**config.mk**
```make
export PLATFORM = sky130hd
export DESIGN_NAME = alu_operand_stage
export DESIGN_NICKNAME = d
export VERILOG_FILES = /design/src/rtl/alu_operand_stage.sv
export SDC_FILE = /design/constraint.sdc
export NUM_CORES = 1
export LEC_CHECK = 0
export ABC_CLOCK_PERIOD_IN_PS = 2100
export CAP_MARGIN = 25
export CORE_UTILIZATION = 35
export CTS_CLUSTER_SIZE = 28
export DETAILED_ROUTE_END_ITERATION = 6
export GPL_TIMING_DRIVEN = 1
export SETUP_SLACK_MARGIN = 0.4
export SLEW_MARGIN = 0
export SYNTH_ARGS = -nofsm -noshare
export SYNTH_HDL_FRONTEND = slang
export SYNTH_SLANG_ARGS = --single-unit
```
**constraint.sdc**
```tcl
create_clock -name clk -period 2.1 [get_ports clk]
set_input_delay 0.63 -clock clk [delete_from_list [all_inputs] [get_ports clk]]
set_output_delay 0.63 -clock clk [all_outputs]
set_load 0.02 [all_outputs]
```
**src/rtl/alu_operand_stage.sv**
```systemverilog
// Operand-fetch / writeback stage in front of an 8-bit ALU.
// It reads a small register file, bypasses from EX, and registers the ALU
// operands. It writes the ALU result and flags back one edge later.
// r0 is hard-wired to zero. A global hold freezes all of the stage's state.
module alu_operand_stage #(
  parameter int NREGS  = 4,
  parameter int DATA_W = 8,
  localparam int AW    = (NREGS > 1) ? $clog2(NREGS) : 1
)(
  input  logic              clk,
  input  logic              reset,
  input  logic              hold,
  input  logic              in_valid,
  output logic              in_ready,
  input  logic [AW-1:0]     in_rd,
  input  logic [AW-1:0]     in_rs1,
  input  logic [AW-1:0]     in_rs2,
  input  logic              in_use_imm,
  input  logic [DATA_W-1:0] in_imm,
  input  logic              in_op,
  output logic [DATA_W-1:0] operand1,
  output logic [DATA_W-1:0] operand2,
  output logic              sigALUOp,
  output logic              ex_valid,
  input  logic [DATA_W-1:0] alu_result,
  input  logic [1:0]        alu_flags,
  output logic [1:0]        flags_q,
  input  logic [AW-1:0]     dbg_addr,
  output logic [DATA_W-1:0] dbg_data
);

  logic [NREGS-1:0][DATA_W-1:0] rf;
  logic [AW-1:0]                ex_rd;
  logic                         xfer;
  logic                         wb;
  logic [DATA_W-1:0]            src1;
  logic [DATA_W-1:0]            src2;

  assign in_ready = !reset && !hold;
  assign xfer     = in_valid && in_ready;
  // A stalled writeback simply waits; it lands on the first edge after hold drops.
  assign wb       = ex_valid && !hold;

  // Source read: r0 is zero, the in-flight EX result wins over the regfile.
  function automatic logic [DATA_W-1:0] src_sel(
    input logic [AW-1:0]                rs,
    input logic                         wb_i,
    input logic [AW-1:0]                wrd,
    input logic [DATA_W-1:0]            res,
    input logic [NREGS-1:0][DATA_W-1:0] regs
  );
    if (rs == '0)                 return '0;
    else if (wb_i && (wrd == rs)) return res;
    else                          return regs[rs];
  endfunction

  // Operand mux for both ALU inputs, including immediate select on operand2.
  always_comb begin
    src1 = src_sel(in_rs1, wb, ex_rd, alu_result, rf);
    src2 = in_use_imm ? in_imm : src_sel(in_rs2, wb, ex_rd, alu_result, rf);
  end

  // Register file and flags writeback; r0 is never written.
  always_ff @(posedge clk) begin
    if (reset) begin
      rf      <= '0;
      flags_q <= '0;
    end else if (wb) begin
      if (ex_rd != '0) rf[ex_rd] <= alu_result;
      flags_q <= alu_flags;
    end
  end

  // Operand pipeline register; on a bubble only ex_valid drops so the ALU inputs stay stable.
  always_ff @(posedge clk) begin
    if (reset) begin
      operand1 <= '0;
      operand2 <= '0;
      sigALUOp <= 1'b0;
      ex_rd    <= '0;
      ex_valid <= 1'b0;
    end else if (!hold) begin
      ex_valid <= xfer;
      if (xfer) begin
        ex_rd    <= in_rd;
        sigALUOp <= in_op;
        operand1 <= src1;
        operand2 <= src2;
      end
    end
  end

  // Debug read port, architectural view only (no bypass).
  always_comb begin
    dbg_data = (dbg_addr == '0) ? '0 : rf[dbg_addr];
  end

endmodule

```
Word-level counts from Yosys, hierarchy flattened --
Index checks and enable logic that the tools add are counted.
Operators by class: add/sub/neg operators 0, multiply operators 0, div/mod/pow operators 0, magnitude comparators 5, equal/unequal tests 2, shift operators 0, muxes and demuxes 15, bitwise logic cells 1, reductions and logical operators 14
Operator list (number):
- 8-bit 2-to-1 mux | 10
- 8-bit binary-select mux with 2-bit select | 3
- 32-bit bitwise mux | 1
- 8-bit demux with 2-bit select | 1
- 2-bit by 3-bit < comparator with 1-bit output (second input constant) | 4
- 1-bit logical AND | 6
- 2-bit logical NOT | 3
- 2-bit == test | 2
- 2-bit AND reduction | 2
- 2-bit by 1-bit >= comparator with 1-bit output (second input constant) | 1
- 1-bit logical NOT | 2
- 2-bit nonzero test | 1
- 1-bit NOT | 1
Storage, ports and cells: bits in registers 54, bits in latches 0, RAM bits 0, bits in read-only memories 0, input bits 32, output and inout port bits 29, word-level logic and storage cells 47, memories kept 0

Depth between registers and ports, before layout --
Gate-level depths: netlist (run 1).
depth after elaboration 6, gate-level depth with buffers 5, mapped depth without buffers 4

Worst setup path before layout (run 1) --
No wires, ideal clock.
path kind input port to output port, start in dbg_addr[1], end out dbg_data[0], data arrival time 1588 ps, required time 1470 ps, setup slack -118 ps, cell stages on the path 4, buffers on the path 2, path through clkbuf_1 nor2b_1 clkbuf_1 a22o_1
Between the ends: word-level cells in the longest chain between the ends 3, elaborated cells on any way between the ends 4, those cells by class 3 x mux; 1 x reduce/logical
RTL lines:
- from (decl) | line 28 | input logic [AW-1:0] dbg_addr,
- 8-bit binary-select mux with 2-bit select | line 95 | dbg_data = (dbg_addr == '0) ? '0 : rf[dbg_addr];
- 8-bit 2-to-1 mux (not written as such) | line 95
- 8-bit 2-to-1 mux (*) | line 95
- to (decl) | line 29 | output logic [DATA_W-1:0] dbg_data
Every way passes the cells marked *; elsewhere a longest branch is shown, timed or not. The select of a mux whose other input is x is not followed.

Worst setup path in the final report (run 1) --
start in dbg_addr[1], end out dbg_data[6]
Same word-level chain as after synthesis.

==> reports/qor.yml, run 1 <==
worst_hold_path:
  hp-class: "reg -> reg"
  hold-path-endpoint: "operand1[5]"
  holdPathStages: 2
  hp-start: "operand1[5]"
global_route:
  grt_pass1_wl_mm: 13.1
  antenna_found_initial: 0
  grt_max_degree: 49
  grt_pass1_vias: 2462
  grtUsageTotal_pct: 20.6
  gr-total-overflow: 0
setup_path:
  r2r_setup_slack_ns: 0.56
  r2r_end: "operand1[1]"
  cp.required_ns: 1.47
  startpoint_type: "primary input"
  cp_max_fo: 5
  r2r_cells: 5
  worst_path_dominant_cell_family: "buffers and inverters"
  cp_common_cell: "buf_8"
  worst-path-stages: 5
  slowest_delay_ns: 0.29
  critPathKind: "in -> out"
  cp_slowest_cell: "mux2_4"
  cp_num_buf_inv: 3
  cp-end-kind: "output pin"
  reg2reg_from: "ex_rd[0]"
  path_cells: "buf_8, buf_8, mux2_4, a22o_4, buf_6"
  cp.arrival_ns: 1.51
synthesis:
  synthTopCellsByCount: "nand2_1, dfxtp_1, a21oi_1"
  synthXorXnorAreaFrac_pct: 2.96
  avgSynthCellArea_sq_um: 9.36
  synth_compound_area_share_pct: 16.6
  postSynthNetCount: 330
  synth.most_common_cell: "nand2_1"
  synth-edff-count: 0
  synth_warnings: 0
  synth_top_family_by_area: "multiplexers"
  synthTopCellsByArea: "dfxtp_1, mux4_2, nand2_1"
  synth.largest_area_cell: "dfxtp_1"
  synth_fa_ha_area_share_pct: 0
  muxShareOfSynthArea_pct: 19.1
  syn-cell-area_sq_mm: 0.00279
  synthFlopType: "dfxtp_1"
  synth_top_area_share_pct: 38.7
  yosysUniqueCellTypes: 30
  yosys.area_share.simple_pct: 18.7
  synth_seq_cells: 54
  synthArstFlopShare_pct: 0
  seq_area_frac_synth_pct: 38.7
  netlist_instances: 298
clocking:
  htreeDepth: 2
  root_buffer: "clkbuf_8"
  numClockSinks: 54
  clkSlewWorstSetupHoldPaths_ns: 0.10
  cts_tree: "done"
  clock_latency_ns: 0.32
  cts_hold_buf: 0
  numCtsBuffers: 5
  clockBufferDepth: 2
sta:
  setup_viol: 8
  period_share_pct: 102
  post-route-min-period_ns: 2.14
  setup_ws_ns: -0.0423
  max_freq_ghz: 0.467
  max_slew_margin_pct: 64.0
  slew_violations: 0
  finalHoldViolCount: 0
  clock_skew_ns: 0.0100
  tightestPinTransition_ns: 0.540
  rsz0062_at_grt: "true"
place:
  place_congestion: 0.788
  post-dp-hpwl_mm: 6.05
  port-buffer-count: 60
routing:
  wl_per_cell_um: 16.8
  drt_iter0_markers: 109
  drc: 0
  drt_first_pass_iters: 5
  routed_wirelength_mm: 8.34
  num_vias: 2597
  viasPerCell: 5.23
  antenna_left: 0
pwr:
  leakage_nw: 1.61
  p_per_area_mw_per_mm2: 495
  peakVddDrop_mv: 0.203
  total_power_w: 0.00206
cells_and_area:
  antenna_cells: 0
  areaGrowthSynthToFinish_pct: 49.2
  final_layout_size_suffix_gt1_share_pct: 31.9
  finalNetCount: 426
  post-route-util_pct: 53.9
  num-fill-cells: 707
die:
  start_util_pct: 36.1
  die_w_um: 91.3
  row_count: 32
  io_pins: 61
  fp.dieArea_sq_mm: 0.00833
  die_y_um: 91.3
  coreArea_sq_mm: 0.00773
job:
  maxCapViolations: 0
outcome:
  violations: "setup timing"
  status: "finished, violations left"
worst reg2reg max path, delay by kind of cell, from the launching register on:
family                 cells  cell delay (ns)
buffers and inverters      1             0.18
multiplexers               1             0.25
AND/OR/NAND/NOR            1             0.26
flip-flops                 1             0.54
AO/OA/AOI/OAI              1             0.09
XOR/XNOR                   1             0.13
worst max-delay path by stage:
stage	endpoint	start	slack [ns]
floorplan	dbg_data[0]	dbg_addr[1]	0.15
global placement	dbg_data[6]	dbg_addr[1]	-0.92
detailed placement	dbg_data[5]	dbg_addr[1]	-0.92
CTS	dbg_data[0]	dbg_addr[1]	-0.05
global route	dbg_data[6]	dbg_addr[1]	-0.06
finish	dbg_data[6]	dbg_addr[1]	-0.04
state kept, by name (all words and copies together) (netlist names):
signal,count
operand1,8
sigALUOp,1
flags_q,2
ex_rd,2
rf,32
ex_valid,1
operand2,8
metrics by stage:
stage	hold WS [ns]	setup TNS (ns)	setup WS (ns)	cells	instance area (sq um)
final	0.450	-0.203	-0.0423	497	4160
after global routing	0.478	-0.310	-0.0596	497	4160
after CTS	0.455	-0.235	-0.0508	492	4100
after detailed placement	0.443	-16.14	-0.920	482	3920
after global placement	0.439	-14.98	-0.924	482	3920
after floorplan	0.448	0	0.151	298	3000
cells in the final DEF (no fill, tap or decap), types with 3 or more instances in the layout:
cell | netlist | final
nand2_1 | 75 | 75
dfxtp_1 | 54 | 51
buf_4 | 1 | 40
a21oi_1 | 30 | 30
clkdlybuf4s50_1 | 0 | 23
dlygate4sd2_1 | 0 | 21
mux4_2 | 15 | 15
buf_6 | 3 | 12
nor2_1 | 11 | 10
o21ai_1 | 9 | 9
nor2b_1 | 11 | 9
mux2_4 | 0 | 8
a22o_4 | 0 | 8
nand4_1 | 8 | 8
a21o_1 | 8 | 8
a311oi_1 | 8 | 7
o31ai_1 | 8 | 6
clkbuf_8 | 0 | 6
buf_12 | 0 | 5
mux2i_1 | 8 | 4
dfxtp_2 | 0 | 3
layout make-up:
| type | count | area (sq um) | area share [%] |
|---|---|---|---|
| clock buffer | 6 | 82.6 | 1.98 |
| clock inverter | 2 | 16.3 | 0.391 |
| multi-input combinational | 224 | 1800 | 43.3 |
| sequential | 54 | 1080 | 26.1 |
| tap | 102 | 128 | 3.06 |
| timing repair buffer | 109 | 1050 | 25.2 |
per-layer routing:
metal | global-route usage (%) | part of all wire (%) | up-vias
li1 | - | - | 1269
met5 | 0 | 0 | -
met4 | 5.29 | 1.5 | 0
met1 | 27.4 | 44 | 1243
met2 | 34.3 | 49 | 77
met3 | 4.02 | 5.4 | 8
report_power, final:
part | internal, W | switching, W | total (W)
clock | 0.000272 | 0.000368 | 0.000640
sequential | 0.00104 | 0.0000169 | 0.00106
combinational | 0.000185 | 0.000180 | 0.000365
timing repair:
action | 4_1_cts | 5_1_grt
pin swaps | 7 | 5
buffers inserted | 1 | 5
endpoints found under the hold margin | 0 | 0
setup endpoints to repair | 69 | 29
cloned | 1 | 0
gates resized for setup | 112 | 12
cells by family after synthesis:
logic type	after synthesis
buffers and inverters	20
flip-flops	54
XOR/XNOR	6
multiplexers	32
AO/OA/AOI/OAI	72
AND/OR/NAND/NOR	114
(Power assumes the default switching activity.)
==> run 2: changes to the inputs <==
- TNS_END_PERCENT: unset -> 50
==> reports/qor.yml, run 2 (synthesis gave the netlist of run 1 again) <==
clocking:
  root_buffer: "clkbuf_8"
  numClockSinks: 54
  post_cts_buffers: 0
  clkSlewWorstSetupHoldPaths_ns: 0.11
  htreeDepth: 2
  clock_latency_ns: 0.32
  cts_hold_buf: 0
  clockBufferDepth: 2
  numCtsBuffers: 5
  cts_tree: "done"
place:
  port-buffer-count: 60
  post-dp-hpwl_mm: 6.03
  place_area_sq_mm: 0.00392
  place_congestion: 0.861
pwr:
  leakage_nw: 1.59
  total_power_w: 0.00205
  peakVddDrop_mv: 0.358
  p_per_area_mw_per_mm2: 496
setup_path:
  r2r_setup_slack_ns: 0.49
  startpoint_type: "primary input"
  cp_max_fo: 4
  critPathKind: "in -> out"
  cp-end-kind: "output pin"
  cp.required_ns: 1.47
  cp.arrival_ns: 1.50
global_route:
  grtUsageTotal_pct: 20.6
  grt_max_degree: 49
  gr-total-overflow: 0
  grt_pass1_wl_mm: 13.2
  grt_pass1_vias: 2624
  antenna_found_initial: 0
sta:
  finalHoldViolCount: 0
  rsz0062_at_grt: "true"
  slew_violations: 0
  setup_viol: 8
  setup_ws_ns: -0.0314
  clock_skew_ns: 0.0178
  hold_ws_ns: 0.453
  tightestPinTransition_ns: 0.541
  max_slew_margin_pct: 64.0
  fin_setup_tns_ns: -0.166
  period_share_pct: 101
  post-route-min-period_ns: 2.13
  max_freq_ghz: 0.469
job:
  maxCapViolations: 0
die:
  coreArea_sq_mm: 0.00773
  die_w_um: 91.3
  row_count: 32
  die_y_um: 91.3
  io_pins: 61
  start_util_pct: 36.1
  fp.dieArea_sq_mm: 0.00833
cells_and_area:
  finalNetCount: 422
  areaGrowthSynthToFinish_pct: 48.2
  layout_common_cells: "nand2_1, dfxtp_1, buf_4, a21oi_1, clkdlybuf4s50_1"
  final_common_cell: "nand2_1"
  antenna_cells: 0
  reg.largest.list: "rf x32, operand1 x8, operand2 x8"
  final_layout_size_suffix_gt1_share_pct: 31.5
  largest-register: "rf"
  largest_reg_flops: 32
  finalInstanceArea_sq_mm: 0.00414
  num-fill-cells: 720
routing:
  drc: 0
  drt_first_pass_iters: 4
  antenna_left: 0
  drt_iter0_markers: 188
  wl_per_cell_um: 16.7
  viasPerCell: 5.36
  num_vias: 2643
  routed_wirelength_mm: 8.23
worst_hold_path:
  hp-class: "reg -> reg"
outcome:
  status: "finished, violations left"
  violations: "setup timing"
==> run 2: changes by cell type in the layout (fill, tap and decap cells not counted), sizes merged <==
| cell | change |
|---|---|
| clkinvlp | -1 |
| buf | -4 |
| clkbuf | +1 |
| inv | +2 |
| bufbuf | -1 |
| clkdlybuf4s15 | -1 |
==> run 2: repair_timing <==
item,in CTS,in global routing
cloned,2,0
gates resized for setup,118,16
endpoints found under the setup margin,69,36
pin swaps,5,6
==> run 2: critical path: stages <==
cell	delay, ns
buf_8	0.10
buf_6	0.12
mux2_4	0.29
a22o_4	0.22
buf_6	0.13
==> run 2: worst paths after layout <==
path,startpoint,endpoint,cells past startpoint
max,dbg_addr[1],dbg_data[6],5
min,operand1[6],operand1[6],2
max reg2reg,ex_rd[0],operand2[5],5
min reg2reg,operand1[6],operand1[6],2
==> run 2: cell type report <==
| cell class | instances | area (sq um) | share of cell area [%] |
|---|---|---|---|
| clock buffer | 5 | 68.8 | 1.66 |
| clock inverter | 3 | 26.3 | 0.635 |
| multi-input combinational | 224 | 1810 | 43.8 |
| sequential | 54 | 1080 | 26.2 |
| tap | 102 | 128 | 3.09 |
| timing repair buffer | 105 | 1020 | 24.7 |
==> run 2: metrics by stage <==
step / util (%) / setup WS [ns] / cells
after detailed placement: 50.7 / -0.913 / 483
after global routing: 53.5 / -0.0414 / 493
after global placement: 50.7 / -0.897 / 483
after CTS: 53.1 / -0.0390 / 493
final: 53.5 / -0.0314 / 493
after floorplan: - / 0.151 / 298
==> run 2: layer usage <==
layer / share of wire (%) / global-route usage (%)
met3: 8.3 / 2.93
met2: 50 / 35.5
met5: 0 / 0
met1: 41 / 26.8
met4: 1.1 / 6.22
==> run 2: where the power goes <==
group	switching [W]	leakage [nW]	internal (W)
Clock	0.000385	0.0495	0.000249
Sequential	0.0000141	0.437	0.00104
Combinational	0.000181	1.10	0.000180
==> run 3: changes to the inputs <==
- CORE_UTILIZATION: 35 -> 46
- PLACE_DENSITY: unset -> 0.77
==> reports/qor.yml, run 3 (synthesis gave the netlist of run 1 again) <==
cells_and_area:
  antenna_cells: 0
  largest-register: "rf"
  final_layout_size_suffix_gt1_share_pct: 33.2
  num-fill-cells: 447
  multi_input_comb_area_sq_mm: 0.00180
  finalNetCount: 429
  finalInstanceArea_sq_mm: 0.00414
  areaGrowthSynthToFinish_pct: 48.4
  final_common_cell: "nand2_1"
  largest_reg_flops: 32
  layout_common_cells: "nand2_1, dfxtp_1, buf_4, a21oi_1, clkdlybuf4s50_1"
  reg.largest.list: "rf x32, operand1 x8, operand2 x8"
  post-route-util_pct: 70.4
  ff_latch_area_sq_mm: 0.00108
outcome:
  violations: "setup timing"
  status: "finished, violations left"
sta:
  period_share_pct: 101
  setup_ws_ns: -0.0278
  max_slew_margin_pct: 62.9
  hold_ws_ns: 0.453
  finalHoldViolCount: 0
  post-route-min-period_ns: 2.13
  setup_viol: 8
  rsz0062_at_grt: "true"
  slew_violations: 0
  clock_skew_ns: 0.0126
  max_freq_ghz: 0.470
  tightestPinTransition_ns: 0.556
setup_path:
  cp-end-kind: "output pin"
  r2r_setup_slack_ns: 0.56
  startpoint_type: "primary input"
  cp.arrival_ns: 1.50
  critPathKind: "in -> out"
  cp_max_fo: 4
  cp.required_ns: 1.47
die:
  start_util_pct: 47.4
  die_y_um: 79.9
  io_pins: 61
  die_w_um: 79.9
  fp.dieArea_sq_mm: 0.00638
  row_count: 28
  coreArea_sq_mm: 0.00589
routing:
  drt_first_pass_iters: 4
  routed_wirelength_mm: 8.45
  drc: 0
  wl_per_cell_um: 17.9
  viasPerCell: 5.73
  drt_iter0_markers: 278
  antenna_left: 0
  num_vias: 2708
clocking:
  clkSlewWorstSetupHoldPaths_ns: 0.10
  numCtsBuffers: 5
  root_buffer: "clkbuf_8"
  clockBufferDepth: 2
  htreeDepth: 2
  numClockSinks: 54
  clock_latency_ns: 0.32
  cts_tree: "done"
global_route:
  grtUsageTotal_pct: 27.6
  gr-total-overflow: 0
  grt_max_degree: 49
  grt_pass1_vias: 2580
  grt_pass1_wl_mm: 13.2
  antenna_found_initial: 0
worst_hold_path:
  hp-class: "reg -> reg"
job:
  maxCapViolations: 0
pwr:
  total_power_w: 0.00204
  p_per_area_mw_per_mm2: 492
  peakVddDrop_mv: 0.343
  leakage_nw: 1.62
place:
  place_congestion: 0.867
  post-dp-hpwl_mm: 5.76
  place_area_sq_mm: 0.00387
  port-buffer-count: 60
==> run 3: cell count changes in the layout (fill, tap and decap cells not counted), sizes merged <==
cell           change
clkdlybuf4s50      -1
bufbuf             +1
clkinvlp           +2
inv                -2
buf                +7
dlymetal6s2s       +1
clkdlybuf4s15      -1
==> run 3: where the power goes <==
part	leakage, nW	internal, W	switching, W
clock	0.0408	0.000239	0.000364
sequential	0.438	0.00104	0.0000161
combinational	1.14	0.000189	0.000188
total	1.62	0.00147	0.000568
==> run 3: final cells by class <==
| type | count | area share [%] |
|---|---|---|
| tap | 75 | 2.27 |
| multi-input combinational | 224 | 43.4 |
| timing repair buffer | 112 | 25.9 |
| clock inverter | 3 | 0.574 |
| clock buffer | 5 | 1.66 |
| sequential | 54 | 26.2 |
==> run 3: through the flow <==
step	cells	worst slack [ns]	setup TNS (ns)
3_5_place_dp	460	-0.925	-12.37
2_1_floorplan	298	0.151	0
4_1_cts	470	-0.0376	-0.194
5_1_grt	473	-0.0357	-0.253
3_3_place_gp	460	-0.908	-11.75
6_report	473	-0.0278	-0.171
==> run 3: layer usage <==
| metal | global-route usage [%] | vias up | part of all wire, % |
|---|---|---|---|
| li1 | - | 1267 | - |
| met1 | 35.9 | 1293 | 41 |
| met2 | 44.9 | 133 | 49 |
| met3 | 5.49 | 15 | 8.0 |
| met4 | 10.7 | 0 | 2.1 |
| met5 | 0 | - | 0 |
==> run 3: path summary, 6_finish.rpt <==
path	start	end	cells past startpoint
worst max register to register	ex_rd[0]	operand1[2]	5
worst min register to register	operand1[5]	operand1[5]	2
worst max-delay path	dbg_addr[1]	dbg_data[6]	5
worst min-delay path	operand1[5]	operand1[5]	2
==> run 3: what timing repair did <==
item,4_1_cts,5_1_grt
setup endpoints to repair,69,42
buffers inserted,0,3
hold endpoints to repair,0,0
resized for setup,109,27
hold buffers,0,0
pin swaps,5,4
gates cloned,2,0
==> run 3: worst max-delay path, stage by stage <==
cell and delay, ns:
buf_8 0.10, buf_6 0.12, mux2_4 0.29, a22o_4 0.22
buf_6 0.13
